File: config.mk
export PLATFORM = sky130hd
export DESIGN_NAME = miriscv_int_ctrl
export DESIGN_NICKNAME = d
export VERILOG_FILES = /design/src/rtl/miriscv_int_ctrl.sv
export SDC_FILE = /design/constraint.sdc
export NUM_CORES = 1
export LEC_CHECK = 0
export ABC_CLOCK_PERIOD_IN_PS = 2300
export CORE_MARGIN = 2
export CORE_UTILIZATION = 35
export DETAILED_ROUTE_END_ITERATION = 10
export HOLD_SLACK_MARGIN = 0.03
export PLACE_DENSITY_LB_ADDON = 0.12
export SYNTH_ARGS = -nofsm -noshare
export SYNTH_HDL_FRONTEND = slang
export SYNTH_SLANG_ARGS = --single-unit
export TNS_END_PERCENT = 10
File: constraint.sdc
create_clock -name clk_i -period 2.3 [get_ports clk_i]
set_input_delay 0.69 -clock clk_i [delete_from_list [all_inputs] [get_ports clk_i]]
set_output_delay 0.69 -clock clk_i [all_outputs]
set_load 0.1 [all_outputs]
File: src/rtl/miriscv_int_ctrl.sv
// ---------------------------------------------------------------------------
// miriscv_int_ctrl
//
// Responder side of the core's interrupt interface. Level-sensitive requests
// from the peripheral bank are masked with mie and examined one line per
// cycle in round-robin order. The first enabled, requesting line found is
// presented to the core as irq_o plus mcause_o. When the core executes mret,
// a one-cycle one-hot completion pulse goes back to the served peripheral and
// scanning resumes from the line after it.
//
// Ports:
//   clk_i      system clock, all state updates on the rising edge
//   rst_i      synchronous reset, active-high
//   int_req_i  [N_LINES-1:0] level requests, held until the matching int_fin_o
//   mie_i      [N_LINES-1:0] per-line enable mask from the CSR file
//   irq_ret_i  one-cycle pulse from the core on mret
//   irq_o      interrupt request to the core (registered)
//   mcause_o   [31:0] {1'b1, zeros, served line index} (registered)
//   int_fin_o  [N_LINES-1:0] one-hot completion pulse (registered)
// ---------------------------------------------------------------------------
module miriscv_int_ctrl #(
   parameter int N_LINES = 32,
   parameter int IDX_W   = $clog2(N_LINES)
) (
   input  logic               clk_i,
   input  logic               rst_i,
   input  logic [N_LINES-1:0] int_req_i,
   input  logic [N_LINES-1:0] mie_i,
   input  logic               irq_ret_i,
   output logic               irq_o,
   output logic [31:0]        mcause_o,
   output logic [N_LINES-1:0] int_fin_o
);

   typedef enum logic [1:0] {
      SCAN  = 2'd0,
      SERVE = 2'd1,
      FIN   = 2'd2
   } state_t;

   state_t             state_q, state_d;
   logic [IDX_W-1:0]   idx_q, idx_d;
   logic [IDX_W-1:0]   idx_next;
   logic               irq_d;
   logic [31:0]        mcause_d;
   logic [N_LINES-1:0] fin_d;
   logic               hit;

   // Only the currently indexed line is looked at, so a request is detected
   // within N_LINES cycles and a hit at the current index within one.
   assign hit = int_req_i[idx_q] & mie_i[idx_q];

   // Wrap explicitly so non-power-of-two N_LINES never indexes a missing line.
   assign idx_next = (idx_q == IDX_W'(N_LINES - 1)) ? '0 : idx_q + IDX_W'(1);

   // NOTE: every output of this block gets a default before the case
   // statement, so no path through it can leave a signal unassigned and
   // infer a latch.
   always_comb begin
      state_d  = state_q;
      idx_d    = idx_q;
      irq_d    = irq_o;
      mcause_d = mcause_o;
      fin_d    = '0;

      case (state_q)
         SCAN: begin
            if (hit) begin
               state_d            = SERVE;
               irq_d              = 1'b1;
               mcause_d           = '0;
               mcause_d[31]       = 1'b1;
               mcause_d[IDX_W-1:0] = idx_q;
            end else begin
               idx_d = idx_next;
            end
         end

         // Requests and mask are ignored here: a line dropped mid-service is
         // still completed with a fin pulse once the core returns.
         SERVE: begin
            if (irq_ret_i) begin
               state_d      = FIN;
               irq_d        = 1'b0;
               fin_d[idx_q] = 1'b1;
            end
         end

         // Advancing past the served line gives round-robin fairness: a line
         // that keeps requesting waits for every other line to be examined.
         FIN: begin
            state_d = SCAN;
            idx_d   = idx_next;
         end

         default: begin
            state_d = SCAN;
            idx_d   = '0;
            irq_d   = 1'b0;
         end
      endcase
   end

   // NOTE: sequential state uses non-blocking assignments so every register
   // samples the values from before this edge, independent of statement order.
   always_ff @(posedge clk_i) begin
      if (rst_i) begin
         state_q   <= SCAN;
         idx_q     <= '0;
         irq_o     <= 1'b0;
         mcause_o  <= '0;
         int_fin_o <= '0;
      end else begin
         state_q   <= state_d;
         idx_q     <= idx_d;
         irq_o     <= irq_d;
         mcause_o  <= mcause_d;
         int_fin_o <= fin_d;
      end
   end

endmodule

* Yosys cells after proc, flatten, opt, wreduce, memory -nomap -nowiden
Cells that the tools add are included.
** Storage, ports and cells
- Register bits after elaboration :: 46
- Bits in latches :: 0
- RAM bits :: 0
- Memory bits (read-only) :: 0
- Output and inout port bits :: 65
- Memories kept :: 0
** Cells by class
- $add $sub $neg :: 1
- $mul :: 0
- Div/mod/pow operators :: 0
- $lt $le $gt $ge :: 2
- Eq/ne operators :: 6
- Shifts and indexed selects :: 0
- Multiplexer cells :: 15
- Bitwise logic cells :: 4
- Reductions and logical operators :: 7
** Operators with widths (number)
- one-hot mux 5 bit (3 select lines) :: 1
- binary-select mux 1 bit (select 5 bit) :: 2
- 2-to-1 mux 5 bit :: 2
- less-than comparator 5 x 6 -> 1 bit, second input constant :: 1
- inequality test 2 bit, second input constant :: 3
- AND reduction 2 bit :: 3
- adder 5 x 1 -> 5 bit, second input constant :: 1
- demux 1 bit (select 5 bit) :: 1
- equality test 5 bit, second input constant :: 1
- >= comparator 5 x 1 -> 1 bit, second input constant :: 1
- 2-to-1 mux 1 bit :: 5
- 2-to-1 mux 2 bit :: 2
- one-hot mux 2 bit (2 select lines) :: 1
- NOT 1 bit :: 3
- one-hot mux 1 bit (3 select lines) :: 1
- AND reduction 3 bit :: 1
- OR reduction 3 bit :: 1
- equality test 2 x 1 -> 1 bit, second input constant :: 1
- equality test 2 bit, second input constant :: 1
- logical NOT 2 bit :: 1
- AND 1 bit :: 1
- logical AND 1 bit :: 1

* Logic depth before layout (Yosys ltp)
Gate-level depths: netlist of run 1.
- Depth in word-level cells :: 5
- Gate-level depth with buffers :: 9
- Gate-level depth less buffers :: 7

* Worst setup path after synthesis of run 1
No wires, ideal clock.
- Kind :: input -> register
- Start point :: input int_req_i[23]
- End point :: register mcause_o[1]
- Setup time :: 116 ps
- Arrival :: 2139 ps
- Data required time :: 2184 ps
- Slack :: 45 ps
- Stages on the path :: 7
- Path through :: mux4_2 -> a32oi_1 -> o211ai_2 -> a21o_4 -> and3_1 -> buf_6 -> a31o_1
** Between the ends
- Word-level cells in the longest chain between the ends :: 4
** Ends and longest elaborated chain
- start: declaration :: RTL line 27 : input logic [N_LINES-1:0] int_req_i,
- binary-select mux 1 bit (select 5 bit) :: RTL line 51 : assign hit = int_req_i[idx_q] & mie_i[idx_q];
- 2-to-1 mux 1 bit (not written as such) :: RTL line 51
- AND 1 bit :: RTL line 51
- AND reduction 2 bit (no source line)
- end signal: assignment :: RTL line 117 : mcause_o <= mcause_d;
- end: declaration :: RTL line 31 : output logic [31:0] mcause_o,
Every way passes these cells. The select of a mux whose other input is x is not followed.
A chain may end at the register's enable or synchronous reset.

* Worst setup path in the final report of run 1
- Start point :: input mie_i[10]
- End point :: register idx_q[3]
** Between the ends
- Word-level cells in the longest chain between the ends :: 5
** Ends and longest elaborated chain
- start: declaration :: RTL line 28 : input logic [N_LINES-1:0] mie_i,
- binary-select mux 1 bit (select 5 bit) :: RTL line 51
- 2-to-1 mux 1 bit (not written as such) :: RTL line 51
- AND 1 bit :: RTL line 51
- inequality test 2 bit (no source line)
- AND reduction 2 bit (no source line)
- end signal: assignment :: RTL line 115 : idx_q <= idx_d;
- end: declaration :: RTL line 42 : logic [IDX_W-1:0] idx_q, idx_d;
Every way passes these cells. The select of a mux whose other input is x is not followed.

==> results of run 1 <==
[metrics by stage]
step / TNS [ns] / cells / total power [W] / util [%] / cell area [sq um]
final: 0 / 440 / 0.00297 / 52.5 / 3510
after global routing: -0.0173 / 440 / 0.00311 / 52.5 / 3510
after CTS: 0 / 440 / 0.00292 / 51.5 / 3440
after detailed placement: -4.46 / 432 / 0.00238 / 50.0 / 3340
after global placement: -4.38 / 432 / 0.00239 / 50.0 / 3340
after floorplan: 0 / 274 / 0.00210 / - / 2480
[logic make-up after synthesis]
kind of cell / count (synthesis)
other: 1
AOI/OAI and AO/OA: 34
and+or+nand+nor: 84
muxes: 32
adders and majority gates: 5
DFF: 46
buffers and inverters: 47
[registers in the layout, summed over array words and instances (netlist names)]
signal and cells:
state_q 2, idx_q 5, int_fin_o 32, irq_o 1
mcause_o 6
[power by group through the flow]
stage	combinational, W	sequential, W	clock (W)
6_report	0.00155	0.000900	0.000523
5_1_grt	0.00165	0.000907	0.000563
4_1_cts	0.00149	0.000899	0.000536
3_5_place_dp	0.00147	0.000916	0
3_3_place_gp	0.00147	0.000918	0
2_1_floorplan	0.00100	0.00110	0
[repair_timing]
item                       CTS  global route
buffers inserted             0             0
setup endpoints to repair    7             9
resized for setup            9            22
pin swaps                    2            11
[area by class of cell]
type,count,area [sq um],share of cell area [%]
Timing Repair Buffer,119,1100,31.3
Clock buffer,5,68.8,1.96
Inverter,6,22.5,0.642
Tap cell,80,100,2.85
Sequential cell,46,925,26.4
Multi-Input combinational cell,181,1270,36.2
Clock inverter,3,25.0,0.713
[worst max path at each step]
stage,start,endpoint,slack (ns),depth (start not counted)
2_1_floorplan,int_req_i[23],mcause_o[1],0.05,7
5_1_grt,mie_i[13],idx_q[1],-0.02,6
3_3_place_gp,int_req_i[20],mcause_o[1],-0.43,7
3_5_place_dp,int_req_i[13],mcause_o[1],-0.45,7
4_1_cts,int_req_i[14],idx_q[1],0.02,7
6_report,mie_i[10],idx_q[3],0.07,7
[Yosys cell counts, types with 5 or more instances]
cell type,count,area share (%)
dfxtp_1,46,39
nor2_1,40,6.3
buf_4,28,8.8
mux2i_1,27,11
nand2_1,12,1.9
o22ai_1,9,2.4
buf_2,5,1.0
ha_1,5,2.6
inv_1,5,0.79
o21ai_0,5,1.0
[worst max-delay path, delay by kind of cell]
kind            cells  cell delay [ns]
buf+inv             1             0.39
mux                 1             0.15
compound gates      4             0.74
simple gates        1             0.45
[cell usage in the layout (no fill, tap or decap), drive strengths merged, types with 2 or more instances in the layout]
master,instances
buf,53
o211ai,2
ha,5
nand3,6
mux2i,27
or3,3
a21oi,2
o21ai,6
clkbuf,5
dfxtp,46
dlygate4sd2,2
inv,7
clkdlybuf4s15,2
nor2b,3
o22ai,10
nor2,40
nand3b,3
a31o,2
clkdlybuf4s50,50
conb,26
or3b,3
nor3,4
dlymetal6s2s,12
a31oi,3
mux4,4
nand2,12
and3,3
nor4,2
[metal layers]
metal / global-route usage (%) / wire length [microns] / up-vias
met5: 0 / 0 / -
met4: 4.97 / 85 / 0
met3: 4.29 / 535 / 8
met2: 29.2 / 3250 / 98
met1: 22.8 / 2930 / 983
li1: - / - / 1031
==> results_dict.tcl, run 1 <==
set metrics [dict create \
    r2r_start "idx_q[1]" \
    slowest_delay_ns 0.45 \
    cts_tree "built" \
    holdCritStartpoint "mcause_o[0]" \
    io_buffers 105 \
    async_flop_share_pct 0 \
    ys_types 50 \
    syn_inst 249 \
    swShare_pct 43.8 \
    combPwrFrac_pct 52.2 \
    fin_crit_sh_pct 97.1 \
    drtPass1Iterations 4 \
    die_x_microns 86.5 \
    grt_max_degree 23 \
    die_h_microns 86.5 \
    power.density_cell_area_nw_per_um2 848 \
    holdWs_ns 0.465 \
    rr_worst_depth 7 \
    seqPwrFrac_pct 30.3 \
    critPathKind "in2reg" \
    synth_edf_count 0 \
    drt_first_iter_violations 93 \
    finalSetupViolations 0 \
    core_area_sq_um 6680 \
    min_period_ns 2.23 \
    nFillCells 628 \
    hpwl_microns 5220 \
    syn_area_sq_um 2380 \
    gp_congestion 0.893 \
    drive_above_1_share_pct 23.9 \
    syn_area_per_cell_sq_um 9.57 \
    synthAdderAreaFrac_pct 2.62 \
    crit_arrival_ns 2.43 \
    hold_depth 2 \
    p_leak_nw 1.51 \
    status "finished, final reports clean" \
    crit_slowest_cell "nor4_2" \
    synth_top_family_by_area "simple AND/OR/NAND/NOR gates" \
    p_clk_share_pct 17.6 \
    die_area_sq_um 7490 \
    ys_seq_area_share_pct 38.6 \
    grt_pass1_wl_microns 10200 \
    ir_drop_mv 0.605 \
    synthFlopType "dfxtp_1" \
    clk_pin_slew_worst_paths_ns 0.10 \
    root_buffer "clkbuf_8" \
    ctsHoldBuffers 0 \
    grt_remaining_overflow 0 \
    nets 431 \
    grt_usage_pct 17.6 \
    hold_end "mcause_o[0]" \
    numCtsBuffers 5 \
    synth_xor_area_share_pct 0 \
    fin_skew_ns 0.00966 \
    setup_ws_ns 0.0662 \
    antenna_cells 0 \
    cp.required_ns 2.49 \
    num_io_pins 132 \
    clkLatencyLatePin_ns 0.31 \
    pre_cts_ws_ns -0.450 \
    area_growth_pct 47.2 \
    hp-class "reg2reg" \
    path_cells "clkdlybuf4s50_1 -> mux2i_1 -> o22ai_1 -> nor4_2 -> o211ai_1 -> o21ai_0 -> o2bb2ai_1" \
    synth_simple_gate_area_share_pct 17.8 \
    cts_max_path_buffers 2 \
    crit_path_start_kind "primary input" \
    drcViolationCount 0 \
    end_kind "register" \
    timing.final.max_slew_violations 0 \
    vias_per_cell 4.82 \
    synth_compound_area_share_pct 11.0 \
    r2r_end "idx_q[1]" \
    grt_pass1_vias 1975 \
    initial_core_util_pct 35.7 \
    p_int_w 0.00167 \
    hold_viol 0 \
    num_vias 2120 \
    ys_seq_elements 46 \
    antenna_found_initial 0 \
    drv_cap 0 \
    wl_microns 6800 \
    r2r_setup_slack_ns 0.14 \
    synthMuxAreaShare_pct 15.9 \
    row_count 30 \
    critPathMaxFanout 3 \
    p_switching_w 0.00130 \
    yosysWarnings 0 \
    ant_nets 0 \
    numClockSinks 46 \
    htreeDepth 2 \
    max_freq_mhz 448 \
    wl_per_cell_microns 15.5 \
]
Power figures use the tool's default switching activity.
==> run 2, diff against run 1 <==
--- a/config.mk
+++ b/config.mk
@@ -7,9 +7,9 @@
 export LEC_CHECK = 0
 export ABC_CLOCK_PERIOD_IN_PS = 2300
 export CORE_MARGIN = 2
-export CORE_UTILIZATION = 35
+export CORE_UTILIZATION = 36
+export CTS_BUF_LIST = sky130_fd_sc_hd__clkbuf_8
 export DETAILED_ROUTE_END_ITERATION = 10
-export HOLD_SLACK_MARGIN = 0.03
 export PLACE_DENSITY_LB_ADDON = 0.12
 export SYNTH_ARGS = -nofsm -noshare
 export SYNTH_HDL_FRONTEND = slang
==> results_dict.tcl, run 2 (synthesis gave the netlist of run 1 again) <==
set metrics [dict create \
    grt_pass1_wl_microns 10600 \
    finalSetupViolations 0 \
    fin_skew_ns 0.0134 \
    stdcell_area_sq_um 3510 \
    power.density_cell_area_nw_per_um2 832 \
    area_growth_pct 47.1 \
    placedCellCount 433 \
    critPathMaxFanout 6 \
    gp_congestion 0.902 \
    core_area_sq_um 6390 \
    clk_pin_slew_worst_paths_ns 0.09 \
    drt_first_iter_violations 95 \
    ctsHoldBuffers 0 \
    hpwl_microns 5260 \
    timing.final.max_slew_violations 0 \
    drive_above_1_share_pct 24.2 \
    hold_viol 0 \
    row_count 29 \
    clkLatencyLatePin_ns 0.31 \
    status "finished, final reports clean" \
    post-route-util_pct 54.9 \
    fin_crit_sh_pct 97.6 \
    die_area_sq_um 7290 \
    wl_microns 6570 \
    die_x_microns 85.4 \
    ir_drop_mv 0.758 \
    end_kind "register" \
    reg_top3 "int_fin_o x32, mcause_o x6, idx_q x5" \
    nets 435 \
    numCtsBuffers 5 \
    pre_cts_ws_ns -0.405 \
    grt_max_degree 24 \
    critPathKind "in2reg" \
    largest_reg_flops 32 \
    grt_setup_unrepaired "yes" \
    placed_area_sq_um 3370 \
    grt_usage_pct 18.7 \
    min_period_ns 2.24 \
    initial_core_util_pct 37.3 \
    hp-class "reg2reg" \
    num_vias 2124 \
    r2r_setup_slack_ns 0.13 \
    grt_pass1_vias 2066 \
    slowest_delay_ns 0.51 \
    cp.required_ns 2.53 \
    crit_slowest_cell "mux4_1" \
    final_cell_mix "clkdlybuf4s50_1 (58), buf_4 (56), dfxtp_1 (45)" \
    drcViolationCount 0 \
    cts_max_path_buffers 2 \
    setup_ws_ns 0.0551 \
    antenna_cells 0 \
    antenna_found_initial 0 \
    drtPass1Iterations 5 \
    path_cells "clkdlybuf4s50_1 -> mux4_1 -> nand2b_1 -> o211ai_2 -> a21o_4 -> a31o_4 -> a221oi_2" \
    io_buffers 105 \
    p_leak_nw 1.50 \
    cts_tree "built" \
    root_buffer "clkbuf_8" \
    crit_arrival_ns 2.47 \
    num_io_pins 132 \
    drv_cap 0 \
    grt_remaining_overflow 0 \
    numClockSinks 46 \
    max_freq_mhz 445 \
    ant_nets 0 \
    fin_cells 441 \
    regMostFlops "int_fin_o" \
    htreeDepth 2 \
    final_common_cell "clkdlybuf4s50_1" \
    vias_per_cell 4.82 \
    wl_per_cell_microns 14.9 \
    crit_path_start_kind "primary input" \
    die_h_microns 85.4 \
    holdWs_ns 0.465 \
]
-- run 2: changes by cell type in the layout (fill, tap and decap cells not counted), sizes merged --
| cell | change |
|---|---|
| buf | +4 |
| clkdlybuf4s15 | -2 |
| clkdlybuf4s50 | +8 |
| clkinv | +1 |
| clkinvlp | -1 |
| dlygate4sd2 | -2 |
| dlymetal6s2s | -4 |
-- run 2: timing repair --
action | in CTS | in global routing
setup buffers | 0 | 0
pin swaps | 2 | 5
hold endpoints to repair | 0 | 0
resized for setup | 4 | 13
endpoints found under the setup margin | 5 | 9
-- run 2: worst max-delay path, delay by kind of cell --
family	cells	cell delay (ns)
buffers and inverters	1	0.40
and+or+nand+nor	1	0.10
muxes	1	0.51
AOI/OAI and AO/OA	4	0.78
-- run 2: layout make-up --
class,count,area [sq um]
Clock buffer,5,68.8
Sequential cell,46,922
Fill cell,601,2880
Tap cell,77,96.3
Timing Repair Buffer,123,1120
Clock inverter,3,18.8
Inverter,6,22.5
Multi-Input combinational cell,181,1260
-- run 2: power by group --
group | switching [W] | internal, W | leakage, nW
clock | 0.000285 | 0.000214 | 0.0483
combinational | 0.000919 | 0.000595 | 1.08
sequential | 0.0000530 | 0.000850 | 0.372
-- run 2: final timing paths --
| check | from | to | cells past startpoint |
|---|---|---|---|
| max reg2reg | idx_q[4] | mcause_o[3] | 7 |
| max | int_req_i[25] | idx_q[1] | 7 |
| min | mcause_o[2] | mcause_o[2] | 2 |
| min reg2reg | mcause_o[2] | mcause_o[2] | 2 |
-- run 2: metrics by stage --
stage               TNS, ns  total power [W]
finish                    0          0.00292
global route        -0.0555          0.00307
CTS                       0          0.00291
detailed placement    -4.02          0.00239
global placement      -4.00          0.00239
floorplan                 0          0.00210
-- run 2: per-layer routing --
metal,wire length (microns),share of wire (%),track usage [%]
met5,0,0,0
met3,535,8.1,5.93
met1,2800,43,23.7
met4,105,1.6,5.48
met2,3140,48,30.4
==> run 3, diff against run 2 <==
--- a/config.mk
+++ b/config.mk
@@ -11,6 +11,7 @@
 export CTS_BUF_LIST = sky130_fd_sc_hd__clkbuf_8
 export DETAILED_ROUTE_END_ITERATION = 10
 export PLACE_DENSITY_LB_ADDON = 0.12
+export SLEW_MARGIN = 20
 export SYNTH_ARGS = -nofsm -noshare
 export SYNTH_HDL_FRONTEND = slang
 export SYNTH_SLANG_ARGS = --single-unit
==> results of run 3 <==
No change in the layout: final DEF, timing and power equal those of run 2.
